[config.mk]
export PLATFORM = sky130hd
export DESIGN_NAME = ksa_pipe
export DESIGN_NICKNAME = d
export VERILOG_FILES = /design/src/rtl/ksa_pipe.sv
export SDC_FILE = /design/constraint.sdc
export NUM_CORES = 1
export LEC_CHECK = 0
export CAP_MARGIN = 0
export CORE_ASPECT_RATIO = 0.75
export CORE_MARGIN = 2
export CORE_UTILIZATION = 51
export CTS_CLUSTER_DIAMETER = 30
export CTS_CLUSTER_SIZE = 14
export DETAILED_ROUTE_END_ITERATION = 8
export PLACE_DENSITY = 0.71
export SLEW_MARGIN = 40
export SYNTH_ARGS = -nofsm -noshare
export SYNTH_HDL_FRONTEND = slang
export SYNTH_SLANG_ARGS = --single-unit
export TNS_END_PERCENT = 50
[constraint.sdc]
create_clock -name clk -period 2.3 [get_ports clk]
set_input_delay 0.345 -clock clk [delete_from_list [all_inputs] [get_ports clk]]
set_output_delay 0.345 -clock clk [all_outputs]
set_load 0.005 [all_outputs]
[src/rtl/ksa_pipe.sv]
// ksa_pipe: parametrised, pipelined Kogge-Stone adder with valid/ready
// handshake and a sideband tag carried alongside every operation.
//
// Computes sum = (a + b + cin) mod 2^WIDTH and the carry out of the MSB.
// Stage 0 registers bitwise generate/propagate (cin folded into bit 0).
// After that, a register follows every REG_EVERY prefix levels. The last
// group of levels feeds the sum XOR directly into the output register.
// Latency is ceil(L/REG_EVERY) + 1 cycles, where L = ceil(log2(WIDTH)).
//
// Flow control is a global stall: every stage loads when the output
// register is empty or being drained (adv), and holds otherwise.
//
// Parameters:
//   WIDTH     operand/sum width (>= 2)
//   REG_EVERY prefix levels per pipeline register (>= 1)
//   TAG_W     sideband tag width (>= 1)
//
// Ports:
//   clk, rst            clock, synchronous active-high reset
//   in_valid/in_ready   input handshake (in_ready = adv)
//   a, b, cin, in_tag   operands, carry-in and tag
//   sub                 (KSA_SUB_EN only) 1 = compute a - b
//   out_valid/out_ready output handshake
//   sum, carryout       result and carry out of bit WIDTH-1
//   out_tag             tag of the result currently on sum
//
// Optional feature macro: KSA_SUB_EN adds the sub port. With sub=1 the
// adder sees ~b with carry-in 1; carryout=1 then means a >= b (no borrow).

module ksa_pipe #(
    parameter int WIDTH     = 16,
    parameter int REG_EVERY = 1,
    parameter int TAG_W     = 4
) (
    input  logic             clk,
    input  logic             rst,
    input  logic             in_valid,
    output logic             in_ready,
    input  logic [WIDTH-1:0] a,
    input  logic [WIDTH-1:0] b,
    input  logic             cin,
`ifdef KSA_SUB_EN
    input  logic             sub,
`endif
    input  logic [TAG_W-1:0] in_tag,
    output logic             out_valid,
    input  logic             out_ready,
    output logic [WIDTH-1:0] sum,
    output logic             carryout,
    output logic [TAG_W-1:0] out_tag
);

    localparam int L    = $clog2(WIDTH);
    localparam int NSTG = (L + REG_EVERY - 1) / REG_EVERY;

    logic             w_adv;
    logic [WIDTH-1:0] w_b_eff;
    logic             w_cin_eff;
    logic [WIDTH-1:0] w_g0;
    logic [WIDTH-1:0] w_p0;
    logic [WIDTH-1:0] w_g0_fold;

    // Prefix-stage registers; index 0 is the bitwise stage.
    logic [NSTG-1:0]            r_v;
    logic [NSTG-1:0][TAG_W-1:0] r_tag;
    logic [NSTG-1:0][WIDTH-1:0] r_g;
    logic [NSTG-1:0][WIDTH-1:0] r_pg;
    logic [NSTG-1:0][WIDTH-1:0] r_p;
    logic [NSTG-1:0]            r_cin;

    // Next-state values for each prefix-stage register.
    logic [NSTG-1:0]            w_nv;
    logic [NSTG-1:0][TAG_W-1:0] w_ntag;
    logic [NSTG-1:0][WIDTH-1:0] w_ng;
    logic [NSTG-1:0][WIDTH-1:0] w_npg;
    logic [NSTG-1:0][WIDTH-1:0] w_np;
    logic [NSTG-1:0]            w_ncin;

    // Per-level prefix inputs (w_ig/w_ip) and outputs (w_lg/w_lp).
    logic [L:1][WIDTH-1:0] w_ig;
    logic [L:1][WIDTH-1:0] w_ip;
    logic [L:1][WIDTH-1:0] w_lg;
    logic [L:1][WIDTH-1:0] w_lp;

    logic [WIDTH-1:0] w_sum;
    logic             w_unused;

    logic             r_ov;
    logic [WIDTH-1:0] r_sum;
    logic             r_cout;
    logic [TAG_W-1:0] r_otag;

    assign w_adv    = !r_ov || out_ready;
    assign in_ready = w_adv;

`ifdef KSA_SUB_EN
    assign w_b_eff   = sub ? ~b : b;
    assign w_cin_eff = sub | cin;
`else
    assign w_b_eff   = b;
    assign w_cin_eff = cin;
`endif

    assign w_g0 = a & w_b_eff;
    assign w_p0 = a ^ w_b_eff;

    // cin acts as the generate of bit -1; merging it into bit 0 up front
    // lets L levels cover the full carry chain including the carry-in.
    assign w_g0_fold = {w_g0[WIDTH-1:1], w_g0[0] | (w_p0[0] & w_cin_eff)};

    assign w_nv[0]   = in_valid;
    assign w_ntag[0] = in_tag;
    assign w_ng[0]   = w_g0_fold;
    assign w_npg[0]  = w_p0;
    assign w_np[0]   = w_p0;
    assign w_ncin[0] = w_cin_eff;

    for (genvar s = 1; s < NSTG; s++) begin : g_stage
        assign w_nv[s]   = r_v[s-1];
        assign w_ntag[s] = r_tag[s-1];
        assign w_ng[s]   = w_lg[s*REG_EVERY];
        assign w_npg[s]  = w_lp[s*REG_EVERY];
        assign w_np[s]   = r_p[s-1];
        assign w_ncin[s] = r_cin[s-1];
    end

    for (genvar k = 1; k <= L; k++) begin : g_lvl
        localparam int SPAN = 1 << (k - 1);

        // First level of each group starts from a register, the rest chain
        // combinationally from the previous level.
        if ((k - 1) % REG_EVERY == 0) begin : g_from_reg
            assign w_ig[k] = r_g[(k-1)/REG_EVERY];
            assign w_ip[k] = r_pg[(k-1)/REG_EVERY];
        end else begin : g_from_comb
            assign w_ig[k] = w_lg[k-1];
            assign w_ip[k] = w_lp[k-1];
        end

        for (genvar i = 0; i < WIDTH; i++) begin : g_bit
            if (i >= SPAN) begin : g_dot
                assign w_lg[k][i] = w_ig[k][i] | (w_ip[k][i] & w_ig[k][i-SPAN]);
                assign w_lp[k][i] = w_ip[k][i] & w_ip[k][i-SPAN];
            end else begin : g_pass
                assign w_lg[k][i] = w_ig[k][i];
                assign w_lp[k][i] = w_ip[k][i];
            end
        end
    end

    // After the last level, w_lg[L][i] is the carry out of bit i.
    assign w_sum = r_p[NSTG-1] ^ {w_lg[L][WIDTH-2:0], r_cin[NSTG-1]};

    // Group propagate of the final level has no consumer.
    assign w_unused = ^w_lp[L];

    always_ff @(posedge clk) begin
        if (rst) begin
            r_v    <= '0;
            r_tag  <= '0;
            r_g    <= '0;
            r_pg   <= '0;
            r_p    <= '0;
            r_cin  <= '0;
            r_ov   <= 1'b0;
            r_sum  <= '0;
            r_cout <= 1'b0;
            r_otag <= '0;
        end else if (w_adv) begin
            r_v    <= w_nv;
            r_tag  <= w_ntag;
            r_g    <= w_ng;
            r_pg   <= w_npg;
            r_p    <= w_np;
            r_cin  <= w_ncin;
            r_ov   <= r_v[NSTG-1];
            r_sum  <= w_sum;
            r_cout <= w_lg[L][WIDTH-1];
            r_otag <= r_tag[NSTG-1];
        end
    end

    assign out_valid = r_ov;
    assign sum       = r_sum;
    assign carryout  = r_cout;
    assign out_tag   = r_otag;

endmodule

; Yosys cells after proc, flatten, opt, wreduce, memory -nomap -nowiden
; Index checks and enable logic that the tools add are counted.
[op_classes]
bitwise_logic = 144
n_reduce_logical = 2
[op_table]
columns = op, n
row1 = $and 1x1->1, 91
row2 = $or 1x1->1, 50
row3 = $xor 16x16->16, 2
row4 = $and 16x16->16, 1
row5 = $logic_not 1->1, 1
row6 = $logic_or 1x1->1, 1
[totals]
regBits = 222
in_bits = 41
output_inout_bits = 23
elab_cells = 167

; Logic depth before layout (Yosys ltp)
[logic_depth]
depth_word = 3
depth_mapped = 7
depth_no_buf = 4

; Worst setup path after synthesis
; Ideal clock, no wire load.
[synth_path]
kind = register -> output
startpoint = reg r_ov (netlist: out_valid)
endpoint = out in_ready
arrival_time_ns = 0.965
required_ns = 1.955
setup_slack_ns = 0.990
stages_incl_launch_ff = 6
n_path_buf = 3
cell_sequence = dfxtp_1 nor2b_1 buf_6 inv_4 buf_4 buf_2
[synth_via]
elab_chain_len = 2
[synth_rtl]
columns = item, line_no
row1 = from (decl), 88  ; logic r_ov;
row2 = from (signal assigned), 176  ; r_ov <= r_v[NSTG-1];
row3 = $logic_not 1->1, 93  ; assign w_adv = !r_ov || out_ready;
row4 = $logic_or 1x1->1, 93
row5 = to (decl), 38  ; output logic in_ready,
; No other way between the ends.

; Worst setup path after layout
; Same ends and word-level chain as after synthesis.

==> results.md <==
* CTS root buf: clkbuf_16
* Critical Path Start Type: register
* Final ANT Viol Nets at 0
* RR Endpoint: r_g[31]
* Post-synth ARST share at 0
* Worst hold stages at 3
* Clk slew on worst S/H paths at about 0.06 ns
* Die Y at about 110 um
* Initial Util at 0.5283
* Critical Path RT at around 2.0 ns
* Placer's final routability congestion estimate at between 0.7 and 0.8
* Total Neg Setup Slack at 0 ns
* All-Layer GR Usage at 0.2184
* Critical Path AT at 1.62 ns
* Resize count post-CTS at 0
* Finished layout cell area at roughly 0.0096 mm^2
* Setup Buffers After CTS at 0
* Critical Path, Cell by Cell: nor2b_4, inv_6, clkdlybuf4s50_1
* Syn_area_per_cell at roughly 8.3 um^2
* Slew HR at 0.5137
* Rows at 38
* Setup CP Type: register to output pin
* Worst slew pin tran at roughly 0.73 ns
* Share of layout cells above drive strength 1 at 0.07121
* Final Cycle Share at 0.8562
* Wire per inst at roughly 15 um
* Largest net degree at the start of global routing at roughly 120
* Num CTS Buffers at 34
* Slew Viols, Final at 0
* Synth top area cells: dfxtp_1, nand2_1, a21oi_1, a211oi_1, buf_2
* Commonest cells post-synth: nand2_1, dfxtp_1, a21oi_1, nor2_1, a211oi_1
* Final setup viols at 0
* LEAKAGE at approximately 3.5 nW
* Fin. Hold Viols at 0
* Cell count after synthesis at about 930
* DRT Pass-1 Iters at 5
* Hold wc startpoint: in_tag[0]
* # DRC at 0
* Initial antenna violation count at 0
* Yosys top cell area share at 0.5383
* Vias in the first global route at ~5.8k
* Pwr per Cell Area at ~960 mW/mm^2
* Post-DP Area at approximately 0.0085 mm^2
* Placeable Area at roughly 0.015 mm^2
* Most used flip-flop cell after synthesis: dfxtp_1
* Reg2reg start: out_valid
* Number of I/O pins at 64
* Final nets at just over 1k
* Worst vdd ir at between 0.5 and 0.6 mV
* Synth area leader: dfxtp_1
* Worst skew pair latency at 0.48 ns
* Outcome: complete, no violations
* CP endpoint kind: output pin
* WHS Endpoint: r_tag[0]
* IO Port Bufs at 63
* # diodes at 0
* Iter 0 DRT Violations at just under 400
* CP peak stage delay at approximately 0.46 ns
* TritonCTS clock tree: yes
* Syn. warnings at 0
* Worst Reg-to-Reg Cells at 5
* Worst-path maximum fanout at 11
* Wirelength, routed at approximately 17,000 um
* Clock Skews at 0.008073 ns
* HPWL after DPL at 10,580 um
* Number of synthesized register bits at around 210
* Die width at 146.2 um
* Syn-to-layout area delta at 24.26%
* Unique cell type count in the Yosys netlist at 18
* First-pass GRT wire length at around 30,000 um
* Fin crit period at between 1.5 and 2 ns
* Clk buf depth at 3
* Global route overflow at 0
* F_max at roughly 500 MHz
* CTS sink cnt at approximately 210
* Vias at 6,344
* Vias per inst at 5.300
* Post-CTS Hold Buffers at 0
* Full die area at about 0.016 mm^2
* Syn nets at 990
* Number of flops mapped to enable cells by yosys at 0
* Slowest CP cell: clkdlybuf4s50_1
* Htree depth at 2
* Hold WC Path Type: primary input to register
* Max-Cap Viols at 0
* RSZ-0062 raised after global routing: no
* Seq/Total Area, Yosys at 0.5383
* Count leader, synth: nand2_1
* Area of the mapped netlist at 0.007736 mm^2
* Reg2reg setup slack at between 0.7 and 0.8 ns
## power by group
group,internal (mW),switching (mW)
registers,3.73,0.113
clock network,3.32,1.72
logic,0.187,0.181
## worst max-delay path: cells and delay by family, from the launching register on
family,cells,cell delay (ns)
buffers and inverters,2,0.56
DFF,1,0.32
and+or+nand+nor,1,0.27
## kinds of logic after synthesis
kind of cell	Yosys count	synth area share
simple gates	422	0.2300
flops	208	0.5382
xor+xnor	9	0.01019
fa+ha+maj	16	0.02588
compound gates	207	0.1507
buf+inv	71	0.04496
## layout by cell type (no fill, tap or decap)
cell type,count
nand3_1,41
ha_1,16
clkbuf_8,7
dfxtp_1,208
nor3_1,43
bufinv_16,3
nor2_1,54
clkinvlp_4,1
nand4b_1,7
clkinv_2,5
nand2_1,262
clkbuf_16,35
buf_4,4
clkdlybuf4s50_1,62
a21oi_1,155
xnor2_1,9
buf_12,7
or4_1,7
nor2b_4,1
inv_6,6
clkinv_4,2
nand3b_1,7
a211oi_1,52
clkbuf_1,3
## area by class of cell
| class | count | area (um^2) |
|---|---|---|
| inverters | 1 | 8.758 |
| repair buffers | 74 | 804.5 |
| clock inverters | 16 | 183.9 |
| multi-input cells | 654 | 3232 |
| clock buffers | 44 | 969.7 |
| well taps | 200 | 250.2 |
| flip-flops and latches | 208 | 4164 |
| fillers | 1297 | 5031 |
## worst max-delay path by stage
| stage | slack, ns | start | to |
|---|---|---|---|
| 3_5_place_dp | 0.25 | out_ready | r_g[31] |
| 4_1_cts | 0.30 | out_valid | in_ready |
| 2_1_floorplan | 0.99 | out_valid | in_ready |
| 3_3_place_gp | 0.26 | out_ready | r_g[31] |
| 5_1_grt | 0.26 | out_valid | in_ready |
| 6_report | 0.33 | out_valid | in_ready |
## per-layer routing
metal | GRT usage | wire (um) | share of wire
met1 | 0.3376 | 9054 | 0.52
met2 | 0.3138 | 7251 | 0.42
met3 | 0.04239 | 859 | 0.049
met4 | 0.04854 | 226 | 0.013
met5 | 0 | 0 | 0
## through the flow
stage	total power [mW]	std cells	worst slack [ns]	hold slack, ns	utilization
after global routing	9.607	1197	0.2613	0.4320	0.6564
after global placement	4.277	1137	0.2581	0.4386	0.5775
final	9.259	1197	0.3307	0.4143	0.6564
after floorplan	4.098	933	0.9901	0.4316	-
after CTS	9.344	1197	0.3042	0.3846	0.6563
after detailed placement	4.282	1137	0.2528	0.4436	0.5775
## flip-flops by register name, summed over array words and instances, names as in the netlist
name	flops
r_v	4
out_tag	4
r_p	45
out_valid	1
r_tag	16
r_g	64
sum	16
r_cin	4
r_pg	53
carryout	1
Note: power is estimated with default switching activity, not from simulation.
